<file path="src/rtl/sdram_port_arbiter.sv">
// Shares the single SDRAM master port between the VGA read client (priority) and the frame-upload
// write client; it counts outstanding reads so that no read data is lost when ownership changes.
//
// state       | meaning
// ST_IDLE     | no owner; address and write data held at 0
// ST_RD_OWN   | read client owns the port
// ST_RD_DRAIN | read session ended; waiting for outstanding read data
// ST_WR_OWN   | write client owns the port
module sdram_port_arbiter #(
  parameter int ADDR_W      = 25,
  parameter int DATA_W      = 16,
  parameter int MAX_PENDING = 8,
  localparam int CW         = $clog2(MAX_PENDING + 1)
) (
  input  logic              iCLK,
  input  logic              iRST_N,
  input  logic              iRD_REQ,
  output logic              oRD_GNT,
  input  logic              iRD_EN,
  input  logic [ADDR_W-1:0] iRD_ADDR,
  output logic              oRD_WAIT_REQUEST,
  output logic [DATA_W-1:0] oRD_DATA,
  output logic              oRD_DATAVALID,
  input  logic              iWR_REQ,
  output logic              oWR_GNT,
  input  logic              iWR_EN,
  input  logic [ADDR_W-1:0] iWR_ADDR,
  input  logic [DATA_W-1:0] iWR_DATA,
  output logic              oWR_WAIT_REQUEST,
  output logic [ADDR_W-1:0] oSD_ADDR,
  output logic              oSD_READ,
  output logic              oSD_WRITE,
  output logic [DATA_W-1:0] oSD_WRITEDATA,
  input  logic              iSD_WAITREQUEST,
  input  logic [DATA_W-1:0] iSD_READDATA,
  input  logic              iSD_READDATAVALID,
  output logic [CW-1:0]     oPENDING,
  output logic              oERR
);

  typedef enum logic [1:0] {
    ST_IDLE     = 2'd0,
    ST_RD_OWN   = 2'd1,
    ST_RD_DRAIN = 2'd2,
    ST_WR_OWN   = 2'd3
  } state_t;

  localparam logic [CW-1:0] PEND_MAX = CW'(MAX_PENDING);

  state_t        state;
  state_t        stateNext;
  logic [CW-1:0] pending;
  logic          err;
  logic          rdAccept;

  always_ff @(posedge iCLK or negedge iRST_N) begin
    if (!iRST_N) state <= ST_IDLE;
    else         state <= stateNext;
  end

  always_comb begin
    stateNext = state;
    case (state)
      ST_IDLE: begin
        if (iRD_REQ)      stateNext = ST_RD_OWN;
        else if (iWR_REQ) stateNext = ST_WR_OWN;
      end
      ST_RD_OWN: begin
        if (!iRD_REQ) stateNext = ST_RD_DRAIN;
      end
      ST_RD_DRAIN: begin
        if (pending == '0) stateNext = ST_IDLE;
      end
      ST_WR_OWN: begin
        // a stalled write must complete before the reader may take over
        if (!iWR_REQ)                                      stateNext = ST_IDLE;
        else if (iRD_REQ && !(iWR_EN && iSD_WAITREQUEST)) stateNext = ST_RD_OWN;
      end
      default: stateNext = ST_IDLE;
    endcase
  end

  assign oRD_GNT = (state == ST_RD_OWN);
  assign oWR_GNT = (state == ST_WR_OWN);

  always_comb begin
    oSD_READ         = 1'b0;
    oSD_WRITE        = 1'b0;
    oSD_ADDR         = '0;
    oSD_WRITEDATA    = '0;
    oRD_WAIT_REQUEST = 1'b1;
    oWR_WAIT_REQUEST = 1'b1;
    case (state)
      ST_RD_OWN: begin
        oSD_READ         = iRD_EN && (pending < PEND_MAX);
        oSD_ADDR         = iRD_ADDR;
        oRD_WAIT_REQUEST = iSD_WAITREQUEST || (pending == PEND_MAX);
      end
      ST_WR_OWN: begin
        oSD_WRITE        = iWR_EN;
        oSD_ADDR         = iWR_ADDR;
        oSD_WRITEDATA    = iWR_DATA;
        oWR_WAIT_REQUEST = iSD_WAITREQUEST;
      end
      default: ;
    endcase
  end

  assign rdAccept = oSD_READ && !iSD_WAITREQUEST;

  // data with nothing outstanding is flagged but never drives the count below zero
  always_ff @(posedge iCLK or negedge iRST_N) begin
    if (!iRST_N) begin
      pending <= '0;
      err     <= 1'b0;
    end else begin
      if (iSD_READDATAVALID && (pending == '0)) err <= 1'b1;
      if (rdAccept && !iSD_READDATAVALID)
        pending <= pending + CW'(1);
      else if (!rdAccept && iSD_READDATAVALID && (pending != '0))
        pending <= pending - CW'(1);
    end
  end

  assign oPENDING      = pending;
  assign oERR          = err;
  assign oRD_DATA      = iSD_READDATA;
  assign oRD_DATAVALID = iSD_READDATAVALID;

endmodule

</file>
<file path="config.mk">
export PLATFORM = sky130hd
export DESIGN_NAME = sdram_port_arbiter
export DESIGN_NICKNAME = d
export VERILOG_FILES = /design/src/rtl/sdram_port_arbiter.sv
export SDC_FILE = /design/constraint.sdc
export NUM_CORES = 1
export LEC_CHECK = 0
export CAP_MARGIN = 30
export CORE_MARGIN = 2
export CORE_UTILIZATION = 27
export CTS_CLUSTER_SIZE = 28
export DETAILED_ROUTE_END_ITERATION = 10
export MAX_ROUTING_LAYER = met4
export PLACE_DENSITY = 0.92
export SYNTH_ARGS = -nofsm -noshare
export SYNTH_HDL_FRONTEND = slang
export SYNTH_SLANG_ARGS = --single-unit
export TNS_END_PERCENT = 5
</file>
<file path="constraint.sdc">
create_clock -name iCLK -period 4.1 [get_ports iCLK]
set_input_delay 0.82 -clock iCLK [delete_from_list [all_inputs] [get_ports iCLK]]
set_output_delay 0.82 -clock iCLK [all_outputs]
set_load 0.05 [all_outputs]
</file>
# [Word-level counts from Yosys, hierarchy flattened]
# Index checks and enable logic that the tools add are counted.
[word_totals] reg_bits=7 in_bits=90 output_inout_bits=69 elab_cells=47
[op_classes] addsub=2 order_cmp=1 eq_ne=8 muxes=15 n_reduce_logical=18
[ops] operator="25-bit case mux with 2 select lines" n=1
[ops] operator="16-bit 2-to-1 mux" n=1
[ops] operator="2-bit 2-to-1 mux" n=6
[ops] operator="1-bit logical AND" n=8
[ops] operator="4-bit 2-to-1 mux" n=2
[ops] operator="2-bit case mux with 4 select lines" n=1
[ops] operator="4-bit by 1-bit adder with 4-bit output (second input constant)" n=1
[ops] operator="2-bit equality test (second input constant)" n=2
[ops] operator="4-bit equality test (second input constant)" n=1
[ops] operator="1-bit zero test" n=4
[ops] operator="4-bit zero test" n=1
[ops] operator="4-bit < comparator (second input constant)" n=1
[ops] operator="1-bit 2-to-1 mux" n=4
[ops] operator="2-bit inequality test (second input constant)" n=2
[ops] operator="4-bit AND reduction" n=1
[ops] operator="4-bit nonzero test" n=1
[ops] operator="4-bit by 1-bit subtractor with 4-bit output (second input constant)" n=1
[ops] operator="3-bit by 2-bit inequality test with 1-bit output (second input constant)" n=1
[ops] operator="3-bit inequality test (second input constant)" n=1
[ops] operator="2-bit by 1-bit equality test with 1-bit output (second input constant)" n=1
[ops] operator="2-bit zero test" n=1
[ops] operator="2-bit nonzero test" n=1
[ops] operator="1-bit logical OR" n=1

# [Logic depth before layout (Yosys ltp)]
[logic_depth] ltp_word=9 depth_mapped=8 depth_no_buf=8

# [Worst setup path after synthesis]
# OpenSTA, ideal clock, no wires.
[synth_path] kind="register -> output" from="register state[1]" to="output port oRD_WAIT_REQUEST" arrival_ns=2.097 slack_ns=1.183 path_stages_with_launch=5 path_buffers=2 cell_sequence="dfrtp_1 > buf_2 > buf_4 > nor2_1 > nand3_1"
[synth_via] elab_chain_cells=2
[synth_rtl] item="start, declared" line_no="50" source="state_t state;"
[synth_rtl] item="start signal, assigned" line_no="58" source="else state <= stateNext;"
[synth_rtl] item="2-bit by 1-bit equality test with 1-bit output"
[synth_rtl] item="via oRD_GNT" line_no="18" source="output logic oRD_GNT,"
[synth_rtl] item="1-bit 2-to-1 mux" line_no="93" source="case (state)"
[synth_rtl] item="end, declared" line_no="21" source="output logic oRD_WAIT_REQUEST,"
# The timed path passes the listed nets, and every way through them passes these cells.

# [Worst setup path in the final report]
[layout_path] from="input port iSD_WAITREQUEST" to="output port oRD_WAIT_REQUEST"
[layout_via] elab_chain_cells=2
[layout_rtl] item="start, declared" line_no="34" source="input logic iSD_WAITREQUEST,"
[layout_rtl] item="1-bit logical OR" line_no="97" source="oRD_WAIT_REQUEST = iSD_WAITREQUEST || (pending == PEND_MAX);"
[layout_rtl] item="1-bit 2-to-1 mux" line_no="93"
# Every way passes these cells.

==> out/summary.txt <==
Status = finished clean
Syn_area_per_cell = 7.66 um^2
Final ANT Viol Nets = 0
Via density = 4.75
Final period util = 0.805
Yosys warns = 0
First-pass GRT wire length = 7.08 mm
Initial DRC Count = 123
Sequential Power Share = 0.093
CP required = 3.28 ns
Clock buffer depth = 2
Chip width = 69.0 um
Std cell rows = 23
PwrDens = 779 nW/um^2
Worst-path clk slew = 0.04 ns
Dominant cell type by area after synthesis = mux2i_1
Cts hold-fix bufs = 0
Psw = 1.11 mW
Sw frac = 0.603
Diodes inserted = 0
Core Area = 4030 um^2
Total CTS buffers = 3
# IOs = 159
Root Driver = clkbuf_8
Total GRT Usage = 0.187
Gate count of the mapped netlist = 149
Clk network pwr share = 0.052
Register area share after synthesis = 0.154
# Max-Cap Violations = 0
PostCTS Resize Cnt = 0
Worst-path cell chain = clkdlybuf4s50_1 > inv_1 > nand3_1 > clkdlybuf4s50_1
Combinational fraction of design power = 0.856
Fraction of registers with async set/reset = 1.00
Most used cell, CP = clkdlybuf4s50_1
Critical Path AT = 2.48 ns
Lkg Pwr = 0.972 nW
Most frequent cells in the layout = clkdlybuf4s50_1 (126), nor2_1 (27), mux2i_1 (27), and3_1 (17), dfrtp_1 (6)
Synth unique cells = 33
Minimum clock period = 3.30 ns
Worst-Skew Late Latency = 0.22 ns
Area grow syn2layout = 107%
Unrepaired setup endpoints after global routing = no
Fmax = 0.303 GHz
Rel. slew slack = 0.498
Vias in the first global route = 1447
WS Path Type = input pin to primary output
Post-synth top flop = dfrtp_1
# H-tree levels = 1
Final Hold Viols = 0
Most common cell after layout, fill and taps aside = clkdlybuf4s50_1
Flops & latches, synth = 7
Net count, final = 349
Syn Nets = 242
Die Footprint = 4760 um^2
Share of post-route cells with drive strength above 1 = 0.0471
Post-synth design cell area = 1140 um^2
Peak VDD IR = 420 uV
HP Class = flip-flop to flip-flop
CTS Sinks = 7
Worst path slowest cell = clkdlybuf4s50_1
Die H = 69.0 um
Initial antenna violation count = 0
Post-CTS setup buffers = 0
Largest net degree at the start of global routing = 28
Synth top area cells = mux2i_1 (24%), dfrtp_1 (15%), buf_4 (12%)
GP Congestion = 0.914
Starting density of the core = 0.283
Fin. max-slew vios = 0
EDFF count, synth = 0
Actual slew at the worst max-slew pin = 0.749 ns
Worst Setup End Kind = primary output
Drt first pass iters = 5
Startpoint Class = input pin
Area share of the largest cell type after synthesis = 0.237
Overflow after GRT = 0
Setup Skew = 0.000860 ns
Cell internal pwr = 0.730 mW
CTS tree = done
Max incr delay on CP = 0.83 ns
CP Max Fanout = 5
Power, Total = 1.84 mW
Final setup vio count = 0
Vias = 1449
Setup TNS = 0 ns
DRC violations left = 0
PortBufs = 126
Average wire per standard cell = 14.9 um
Post-DP HPWL = 3.73 mm
Final wirelength = 4.56 mm
-- state kept, by name, indices dropped and copies added, names as in the netlist --
register	count
state	2
oERR	1
oPENDING	4
-- worst max-delay path, delay by kind of cell --
| kind | cells | cell delay [ns] |
|---|---|---|
| buffers and inverters | 3 | 1.56 |
| AND/OR/NAND/NOR | 1 | 0.10 |
-- cell usage after synthesis, drive strengths merged (2+ instances only) --
library cell  instances
ha                    2
nor3                  3
a21oi                 6
nor2                 28
buf                  20
nand3                 3
nor4                  2
o21ai                 3
and3                 17
nand2                 5
dfrtp                 7
mux2i                27
inv                   5
a211oi                2
clkbuf                7
-- metal layers --
layer | wire length [um] | global-route usage
met5 | 0 | -
met4 | 94 | 0.0741
met2 | 2400 | 0.329
met1 | 1780 | 0.214
met3 | 279 | 0.0219
-- worst paths after layout --
path,start,end,slack [ns],cells after the start
max,iSD_WAITREQUEST,oRD_WAIT_REQUEST,0.80,4
min,oERR,oERR,0.46,1
max reg2reg,state[1],oPENDING[3],1.55,9
min reg2reg,oERR,oERR,0.46,1
max in group asynchronous,iRST_N,state[1],2.99,1
min in group asynchronous,iRST_N,oPENDING[3],0.86,1
-- power by group through the flow --
stage / clock, mW / sequential (mW) / combinational, mW
after floorplan: 0 / 0.239 / 1.03
after global routing: 0.0999 / 0.175 / 1.65
after detailed placement: 0 / 0.171 / 1.58
after CTS: 0.0967 / 0.169 / 1.59
final: 0.0948 / 0.170 / 1.57
after global placement: 0 / 0.170 / 1.56
-- kinds of logic (layout without fill, tap and decap cells) --
logic type      Yosys count  count (layout)  share of synthesized area
compound gates           17              17                     0.0976
xor+xnor                  1               1                    0.00768
fa+ha+maj                 3               3                     0.0395
buf+inv                  33             139                      0.171
flops                     7               7                      0.154
mux                      27              27                      0.237
simple gates             61              61                      0.294
-- stage by stage --
stage,hold slack [ns],worst slack [ns],std cells,cell area (um^2),util
6_report,0.459,0.800,305,2360,0.586
5_1_grt,0.461,0.611,305,2360,0.586
4_1_cts,0.456,0.778,305,2360,0.586
3_5_place_dp,0.450,0.804,301,2320,0.575
3_3_place_gp,0.446,0.825,301,2320,0.575
2_1_floorplan,0.524,1.18,149,1140,-
-- final cells by class --
cell class / count / area (um^2)
Clock buffer: 4 / 45.0
Fill cell: 371 / 1670
Inverter: 6 / 22.5
Multi-Input combinational cell: 109 / 771
Sequential cell: 7 / 176
Tap cell: 50 / 62.6
Timing Repair Buffer: 129 / 1280
Power figures use the tool's default switching activity.
